===== config.mk =====
export PLATFORM = sky130hd
export DESIGN_NAME = multicycle_controller
export DESIGN_NICKNAME = d
export VERILOG_FILES = /design/src/rtl/multicycle_controller_pkg.sv /design/src/rtl/multicycle_controller_decoder.sv /design/src/rtl/multicycle_controller.sv
export SDC_FILE = /design/constraint.sdc
export NUM_CORES = 1
export LEC_CHECK = 0
export ABC_AREA = 1
export ABC_CLOCK_PERIOD_IN_PS = 3700
export CORE_MARGIN = 2
export CORE_UTILIZATION = 43
export DETAILED_ROUTE_END_ITERATION = 7
export PLACE_DENSITY_LB_ADDON = 0.15
export SLEW_MARGIN = 15
export SYNTH_ARGS = -nofsm -noshare
export SYNTH_HDL_FRONTEND = slang
export SYNTH_SLANG_ARGS = --single-unit

===== constraint.sdc =====
create_clock -name clk -period 3.7 [get_ports clk]
set_clock_uncertainty 0.2 [all_clocks]
set_input_delay 0.74 -clock clk [delete_from_list [all_inputs] [get_ports clk]]
set_output_delay 0.74 -clock clk [all_outputs]
set_load 0.01 [all_outputs]

===== src/rtl/multicycle_controller_pkg.sv =====
// Shared definitions for the multi-cycle RV32I main control FSM.
// Holds opcode constants, the FSM state encoding, the opcode classes
// produced by the instruction decoder, and the mux/ALUOp select codes.
package multicycle_controller_pkg;

  // Supported major opcodes (IR[6:0]).
  localparam logic [6:0] OP_LW  = 7'b0000011;
  localparam logic [6:0] OP_SW  = 7'b0100011;
  localparam logic [6:0] OP_R   = 7'b0110011;
  localparam logic [6:0] OP_I   = 7'b0010011;
  localparam logic [6:0] OP_BEQ = 7'b1100011;
  localparam logic [6:0] OP_JAL = 7'b1101111;

  // FSM states, 4-bit binary encoding.
  typedef enum logic [3:0] {
    S_FETCH    = 4'd0,
    S_DECODE   = 4'd1,
    S_MEMADR   = 4'd2,
    S_MEMREAD  = 4'd3,
    S_MEMWB    = 4'd4,
    S_MEMWRITE = 4'd5,
    S_EXECR    = 4'd6,
    S_EXECI    = 4'd7,
    S_ALUWB    = 4'd8,
    S_BEQ      = 4'd9,
    S_JAL      = 4'd10,
    S_ILLEGAL  = 4'd11
  } state_t;

  // Instruction class as seen by the DECODE step.
  typedef enum logic [2:0] {
    CLS_LOAD    = 3'd0,
    CLS_STORE   = 3'd1,
    CLS_R       = 3'd2,
    CLS_I       = 3'd3,
    CLS_BEQ     = 3'd4,
    CLS_JAL     = 3'd5,
    CLS_ILLEGAL = 3'd6
  } op_class_t;

  // ALUOp towards the downstream ALU control decode.
  localparam logic [1:0] ALUOP_ADD   = 2'b00;
  localparam logic [1:0] ALUOP_SUB   = 2'b01;
  localparam logic [1:0] ALUOP_FUNCT = 2'b10;

  // Result mux.
  localparam logic [1:0] RES_ALUOUT    = 2'b00;
  localparam logic [1:0] RES_DATA      = 2'b01;
  localparam logic [1:0] RES_ALURESULT = 2'b10;

  // ALU operand A select.
  localparam logic [1:0] SRCA_PC    = 2'b00;
  localparam logic [1:0] SRCA_OLDPC = 2'b01;
  localparam logic [1:0] SRCA_RS1   = 2'b10;

  // ALU operand B select.
  localparam logic [1:0] SRCB_RS2  = 2'b00;
  localparam logic [1:0] SRCB_IMM  = 2'b01;
  localparam logic [1:0] SRCB_FOUR = 2'b10;

  // Immediate formats.
  localparam logic [1:0] IMM_I = 2'b00;
  localparam logic [1:0] IMM_S = 2'b01;
  localparam logic [1:0] IMM_B = 2'b10;
  localparam logic [1:0] IMM_J = 2'b11;

endpackage


===== src/rtl/multicycle_controller_decoder.sv =====
// mc_instr_decoder: purely combinational opcode decode.
// Ports:
//   op       in  7  opcode field from IR
//   imm_src  out 2  immediate format for the immediate generator
//   op_class out    instruction class used by the DECODE step
//   illegal  out 1  opcode is not one of the supported instructions
module mc_instr_decoder
  import multicycle_controller_pkg::*;
(
  input  logic [6:0] op,
  output logic [1:0] imm_src,
  output op_class_t  op_class,
  output logic       illegal
);

  always_comb begin
    // NOTE: defaults first keep every path fully assigned, so no latch is inferred.
    imm_src  = IMM_I;
    op_class = CLS_ILLEGAL;
    illegal  = 1'b0;
    case (op)
      OP_LW:  op_class = CLS_LOAD;
      OP_SW:  begin op_class = CLS_STORE; imm_src = IMM_S; end
      OP_R:   op_class = CLS_R;
      OP_I:   op_class = CLS_I;
      OP_BEQ: begin op_class = CLS_BEQ;   imm_src = IMM_B; end
      OP_JAL: begin op_class = CLS_JAL;   imm_src = IMM_J; end
      default: illegal = 1'b1;
    endcase
  end

endmodule


===== src/rtl/multicycle_controller.sv =====
// multicycle_controller: main control FSM of the multi-cycle RV32I core.
// Steps the shared ALU, unified memory port, IR and register file through
// fetch/decode/execute/memory/writeback. Emits ALUOp only; ALUControl is
// produced by the downstream ALU control decode.
// Ports:
//   clk, rst_n          clock, asynchronous active-low reset
//   op, zero, mem_ready opcode from IR, ALU zero flag, memory handshake
//   mem_req, MemWrite, AdrSrc                 memory port control
//   PCWrite, IRWrite, RegWrite                state-element write enables
//   ResultSrc, ALUSrcA, ALUSrcB, ALUOp, ImmSrc datapath selects
//   instr_done          pulse on the last cycle of each instruction
//   illegal_instr       unsupported opcode reached
// Parameter ILLEGAL_HALT: 1 parks in ILLEGAL until reset, 0 flags for one
// cycle and resumes fetching (the bad instruction is skipped).
module multicycle_controller
  import multicycle_controller_pkg::*;
#(
  parameter bit ILLEGAL_HALT = 1'b1
) (
  input  logic       clk,
  input  logic       rst_n,
  input  logic [6:0] op,
  input  logic       zero,
  input  logic       mem_ready,
  output logic       mem_req,
  output logic       PCWrite,
  output logic       AdrSrc,
  output logic       MemWrite,
  output logic       IRWrite,
  output logic [1:0] ResultSrc,
  output logic [1:0] ALUSrcA,
  output logic [1:0] ALUSrcB,
  output logic [1:0] ALUOp,
  output logic [1:0] ImmSrc,
  output logic       RegWrite,
  output logic       instr_done,
  output logic       illegal_instr
);

  state_t    state_q, state_d;
  op_class_t op_class;
  logic      dec_illegal;

  // Raw strobes before reset gating.
  logic mem_req_r, pc_write_r, mem_write_r, ir_write_r;
  logic reg_write_r, done_r, illegal_r;

  mc_instr_decoder u_decoder (
    .op       (op),
    .imm_src  (ImmSrc),
    .op_class (op_class),
    .illegal  (dec_illegal)
  );

  always_ff @(posedge clk or negedge rst_n) begin
    // NOTE: state registers use non-blocking assignment so every flop samples pre-edge values.
    if (!rst_n) state_q <= S_FETCH;
    else        state_q <= state_d;
  end

  always_comb begin
    state_d     = state_q;
    mem_req_r   = 1'b0;
    pc_write_r  = 1'b0;
    mem_write_r = 1'b0;
    ir_write_r  = 1'b0;
    reg_write_r = 1'b0;
    done_r      = 1'b0;
    illegal_r   = 1'b0;
    AdrSrc      = 1'b0;
    ResultSrc   = RES_ALUOUT;
    ALUSrcA     = SRCA_PC;
    ALUSrcB     = SRCB_RS2;
    ALUOp       = ALUOP_ADD;
    case (state_q)
      S_FETCH: begin
        // PC+4 is computed while the instruction is read; both land together.
        mem_req_r  = 1'b1;
        ALUSrcB    = SRCB_FOUR;
        ResultSrc  = RES_ALURESULT;
        ir_write_r = mem_ready;
        pc_write_r = mem_ready;
        if (mem_ready) state_d = S_DECODE;
      end
      S_DECODE: begin
        // Branch target OldPC+imm is precomputed here for BEQ.
        ALUSrcA = SRCA_OLDPC;
        ALUSrcB = SRCB_IMM;
        if (dec_illegal) state_d = S_ILLEGAL;
        else begin
          case (op_class)
            CLS_LOAD, CLS_STORE: state_d = S_MEMADR;
            CLS_R:               state_d = S_EXECR;
            CLS_I:               state_d = S_EXECI;
            CLS_BEQ:             state_d = S_BEQ;
            CLS_JAL:             state_d = S_JAL;
            default:             state_d = S_ILLEGAL;
          endcase
        end
      end
      S_MEMADR: begin
        ALUSrcA = SRCA_RS1;
        ALUSrcB = SRCB_IMM;
        state_d = (op_class == CLS_STORE) ? S_MEMWRITE : S_MEMREAD;
      end
      S_MEMREAD: begin
        mem_req_r = 1'b1;
        AdrSrc    = 1'b1;
        if (mem_ready) state_d = S_MEMWB;
      end
      S_MEMWRITE: begin
        // Strobe is held for the whole handshake, not just the final cycle.
        mem_req_r   = 1'b1;
        AdrSrc      = 1'b1;
        mem_write_r = 1'b1;
        done_r      = mem_ready;
        if (mem_ready) state_d = S_FETCH;
      end
      S_MEMWB: begin
        ResultSrc   = RES_DATA;
        reg_write_r = 1'b1;
        done_r      = 1'b1;
        state_d     = S_FETCH;
      end
      S_EXECR: begin
        ALUSrcA = SRCA_RS1;
        ALUOp   = ALUOP_FUNCT;
        state_d = S_ALUWB;
      end
      S_EXECI: begin
        ALUSrcA = SRCA_RS1;
        ALUSrcB = SRCB_IMM;
        ALUOp   = ALUOP_FUNCT;
        state_d = S_ALUWB;
      end
      S_ALUWB: begin
        reg_write_r = 1'b1;
        done_r      = 1'b1;
        state_d     = S_FETCH;
      end
      S_BEQ: begin
        // ALUOut still holds the target from DECODE; the ALU compares rs1-rs2.
        ALUSrcA    = SRCA_RS1;
        ALUOp      = ALUOP_SUB;
        pc_write_r = zero;
        done_r     = 1'b1;
        state_d    = S_FETCH;
      end
      S_JAL: begin
        // PC takes the target from ALUOut while the ALU forms OldPC+4 for rd.
        ALUSrcA    = SRCA_OLDPC;
        ALUSrcB    = SRCB_FOUR;
        pc_write_r = 1'b1;
        state_d    = S_ALUWB;
      end
      S_ILLEGAL: begin
        illegal_r = 1'b1;
        if (!ILLEGAL_HALT) state_d = S_FETCH;
      end
      default: state_d = S_FETCH;
    endcase
  end

  // Reset forces FETCH asynchronously, but FETCH itself requests memory and
  // may write PC/IR; gating with rst_n keeps all strobes quiet during reset.
  assign mem_req       = mem_req_r   & rst_n;
  assign PCWrite       = pc_write_r  & rst_n;
  assign MemWrite      = mem_write_r & rst_n;
  assign IRWrite       = ir_write_r  & rst_n;
  assign RegWrite      = reg_write_r & rst_n;
  assign instr_done    = done_r      & rst_n;
  assign illegal_instr = illegal_r   & rst_n;

endmodule

==> results.md <==
Logic synthesis:
- Of all cell types, the one taking the most synthesized area is sky130_fd_sc_hd__nand2_1.
- The fraction of post-synthesis cell area in the top cell type by area is approximately 17%.
- After synthesis, the cell types taking the most area are sky130_fd_sc_hd__nand2_1 (17%), sky130_fd_sc_hd__dfrtp_1 (16%), sky130_fd_sc_hd__nor2_1 (12%), sky130_fd_sc_hd__inv_1 (12%), sky130_fd_sc_hd__ha_1 (5.9%).
- Counting flops and latches in the post-synthesis netlist gives 4.
- The total of warnings raised by yosys is 0.
- The synthesized instance count is about 110.
- In the synthesized netlist the async set-or-reset flop fraction comes to 100.0%.
- The number of nets in the synthesized netlist is around 130.
- In this run, synthesis inferred 0 flip-flops with an integrated enable.
- The mean area per synthesized cell is 5.543 um^2.
- Sequential elements use 15.84% of the synthesized area.
- Synthesis instantiated 20 different standard cells from the library.
- In the synthesized netlist the dominant register cell turns out to be sky130_fd_sc_hd__dfrtp_1.
- Summing every instance area after synthesis gives between 600 and 700 um^2.

Setup path:
- On the critical path, the stage with the largest delay is an instance of sky130_fd_sc_hd__clkdlybuf4s50_1.
- Grouping stages by cell kind, the critical path spends the most delay in buffers and inverters.
- The cell repeated most along the worst path is sky130_fd_sc_hd__clkdlybuf4s50_1.
- The critical path contains buffers and inverters numbering 3 combined.
- The slack of the worst reg-to-reg path is 2220 ps.
- The kind of capture point of the worst setup path is an output pin.
- The category of the most critical setup path is primary input to output pin.
- The nature of the critical path startpoint is a primary input.
- The largest fanout on the critical path is 6.
- The worst endpoint required time is 2760 ps.
- Traced cell by cell, the critical path runs through clkdlybuf4s50_1 > inv_1 > nor3_1 > clkdlybuf4s50_1.
- The data arrival at the endpoint of the critical path is 2300 ps.
- The largest stage delay on the critical path is 600 ps.

Min path:
- The class of the tightest hold or removal check is flop to flop.

Run status:
- The run finished with clean final reports.

Finish:
- The largest register by flop count is state_q.
- The number of nets in the final layout is 161.
- The largest registers in the layout are state_q: 4 flops.
- The flip-flop count of the largest register, all copies and words added is 4.
- The number of antenna diodes in the final layout is 0.
- The layout filler cell count is 129.
- Once layout is complete, the cells apart from fillers number 160.
- Of the cells placed in the final design, the portion with a size suffix greater than 1 is 14.48%.
- The area overhead of the layout relative to synthesis is 50.89%.

Flow run:
- Max-cap violations in this run came to 0.

CTS:
- In this run the post-CTS setup repair buffer count came out at 0.
- The root buffer cell chosen for the clock tree is sky130_fd_sc_hd__clkbuf_4.
- After clock tree synthesis, the clock-pin slew on the worst setup and hold paths is 30 ps.
- TritonCTS built the clock tree.
- Clock tree synthesis found a total of 4 sinks.
- Counting the buffers created by CTS gives 3.
- The number of buffers on the longest clock path is 2.
- The count of hold-fix buffers inserted at cts is 0.
- The clock network latency to the later pin of the worst-skew pair is 230 ps.
- The number of gates resized after CTS was 0.
- The level count of the clock H-tree is 1.

Timing:
- The top achievable clock speed is 308.5 MHz.
- Setup repair after global routing left no endpoint under its margin.
- Measured against its own limit, the worst slew margin works out to 83.39%.
- The fraction of the cycle the final worst path needs is between 80% and 90%.
- After routing, the total negative slack on setup checks comes to 0 ps.
- Final hold analysis gives a worst-case slack of 398.4 ps.
- The number of setup violations in the final report is 0.
- The number of slew-limit violations in the final report came to 0.
- At the pin with the least slew margin, the transition time is 248.2 ps.
- The worst path needs 3241 ps of the cycle, external delays included.
- The hold violation count in the final report is 0.
- Across all setup checks in the final design, the least slack found is approximately 460 ps.

Global route:
- The initial antenna violation count is 0.
- For this run the aggregate overflow at the end of global routing stands at 0.
- The largest net degree at the start of global routing is 8.
- The global-route usage over all layers is 19.03%.
- The via count of the first global-routing pass is ~700.
- The first global-routing pass estimated 2766 um of wire.

Die:
- The die is 42.34 um wide.
- In this run the core area contains 13 standard-cell rows.
- In this run the count of I/O pins placed on the die edge is 29.
- The core region is 1334 um^2.
- The starting utilization of the core area is between 40% and 50%.
- The chip height is 42.34 um.
- The die outline area is 1792 um^2.

Route:
- The number of nets with antenna violations after routing is 0.
- The violation count after the first detailed-route iteration is 8.
- The vias per cell is 4.938.
- The detailed-router iteration count before antenna repair is 4.
- The routed layout has 790 vias.
- The routed wire length is between 1500 and 2000 um.
- After detailed routing, the average wire length per cell comes to 9.869 um.
- The number of design rule violations left after detail routing is 0.

Power:
- The maximum resistive drop on vdd is between 0.3 and 0.4 mV.
- Power spread over the standard cell area amounts to 665.3 nW/um^2.
- For this design the static power due to leakage is 0.4749 nW.
- The design draws 634.3 uW.

Placed design:
- The setup slack at placement is around 430 ps.
- Routability-driven placement finished with a final weighted congestion of 0.9256.
- After legalization and detailed placement, the total HPWL measured 1380 um.
- The number of instances in the placed design is around 160.
- The count of buffers added on input and output ports is 28.
-- routing by layer --
layer / share of wire (%) / GRT usage, % / vias up
li1: - / - / 411
met1: 42 / 22.42 / 356
met5: 0 / 0 / -
met2: 54 / 36.00 / 23
met4: 0 / 3.750 / 0
met3: 4.6 / 2.586 / 0
-- power by group --
group / switching (mW) / internal [mW] / total (mW) / leakage (nW)
Sequential: 0.0292 / 0.0662 / 0.0955 / 0.0504
Combinational: 0.262 / 0.225 / 0.487 / 0.411
Clock: 0.0161 / 0.0362 / 0.0523 / 0.0138
-- tightest hold or removal path: cells and delay by family, from the launching register on --
| family | cells | cell delay (ps) |
|---|---|---|
| flip-flops | 1 | 410 |
| AND/OR/NAND/NOR | 2 | 140 |
-- Yosys cell counts, types with 3 or more instances --
cell and instances:
sky130_fd_sc_hd__dfrtp_1 4, sky130_fd_sc_hd__o211ai_1 3, sky130_fd_sc_hd__nor2_1 21, sky130_fd_sc_hd__inv_1 20
sky130_fd_sc_hd__nand3_1 6, sky130_fd_sc_hd__inv_2 5, sky130_fd_sc_hd__ha_1 3, sky130_fd_sc_hd__nor2_2 5
sky130_fd_sc_hd__nand2_1 29
-- area by class of cell --
type,count,area (um^2),area share (%)
timing repair buffer,28,280.3,29.40
inverter,25,93.84,9.843
tap,15,18.77,1.969
sequential,4,100.1,10.50
multi-input combinational,85,437.9,45.93
clock buffer,3,22.52,2.362
-- final timing paths --
path                                         from                endpoint  depth (start not counted)
max                                         rst_n                 IRWrite                          4
min                        state_q[1]$_DFFE_PN0P_  state_q[1]$_DFFE_PN0P_                          2
max reg2reg                state_q[0]$_DFFE_PN0P_  state_q[2]$_DFFE_PN0P_                          8
min reg2reg                state_q[1]$_DFFE_PN0P_  state_q[1]$_DFFE_PN0P_                          2
max in group asynchronous                   rst_n  state_q[0]$_DFFE_PN0P_                          1
min in group asynchronous                   rst_n  state_q[3]$_DFFE_PN0P_                          1
-- cells in the final DEF, fill, tap and decap left out --
cell type / count
sky130_fd_sc_hd__nand2_1: 29
sky130_fd_sc_hd__clkdlybuf4s50_1: 28
sky130_fd_sc_hd__nor2_1: 21
sky130_fd_sc_hd__inv_1: 20
sky130_fd_sc_hd__nand3_1: 6
sky130_fd_sc_hd__inv_2: 5
sky130_fd_sc_hd__nor2_2: 5
sky130_fd_sc_hd__dfrtp_1: 4
sky130_fd_sc_hd__o211ai_1: 3
sky130_fd_sc_hd__ha_1: 3
sky130_fd_sc_hd__clkbuf_4: 3
sky130_fd_sc_hd__nand2_2: 2
sky130_fd_sc_hd__nor2_4: 2
sky130_fd_sc_hd__nand2_4: 2
sky130_fd_sc_hd__a21oi_1: 2
sky130_fd_sc_hd__o21ai_1: 2
sky130_fd_sc_hd__nor3_1: 2
sky130_fd_sc_hd__nand4_1: 2
sky130_fd_sc_hd__o21ai_0: 1
sky130_fd_sc_hd__a221oi_1: 1
sky130_fd_sc_hd__o21ai_2: 1
sky130_fd_sc_hd__or2_2: 1
-- per-stage QoR --
step | area [um^2] | utilization [%]
2_1_floorplan | 631.9 | -
3_3_place_gp | 930.9 | 69.79
3_5_place_dp | 930.9 | 69.79
4_1_cts | 953.4 | 71.48
5_1_grt | 953.4 | 71.48
6_report | 953.4 | 71.48
-- kinds of logic after synthesis --
group           after synthesis  share of synthesized area (%)
flops                         4                          15.84
compound gates               10                          10.30
fa+ha+maj                     3                          5.941
buf+inv                      25                          14.85
simple gates                 72                          53.07
Note: power is estimated with default switching activity, not from simulation.
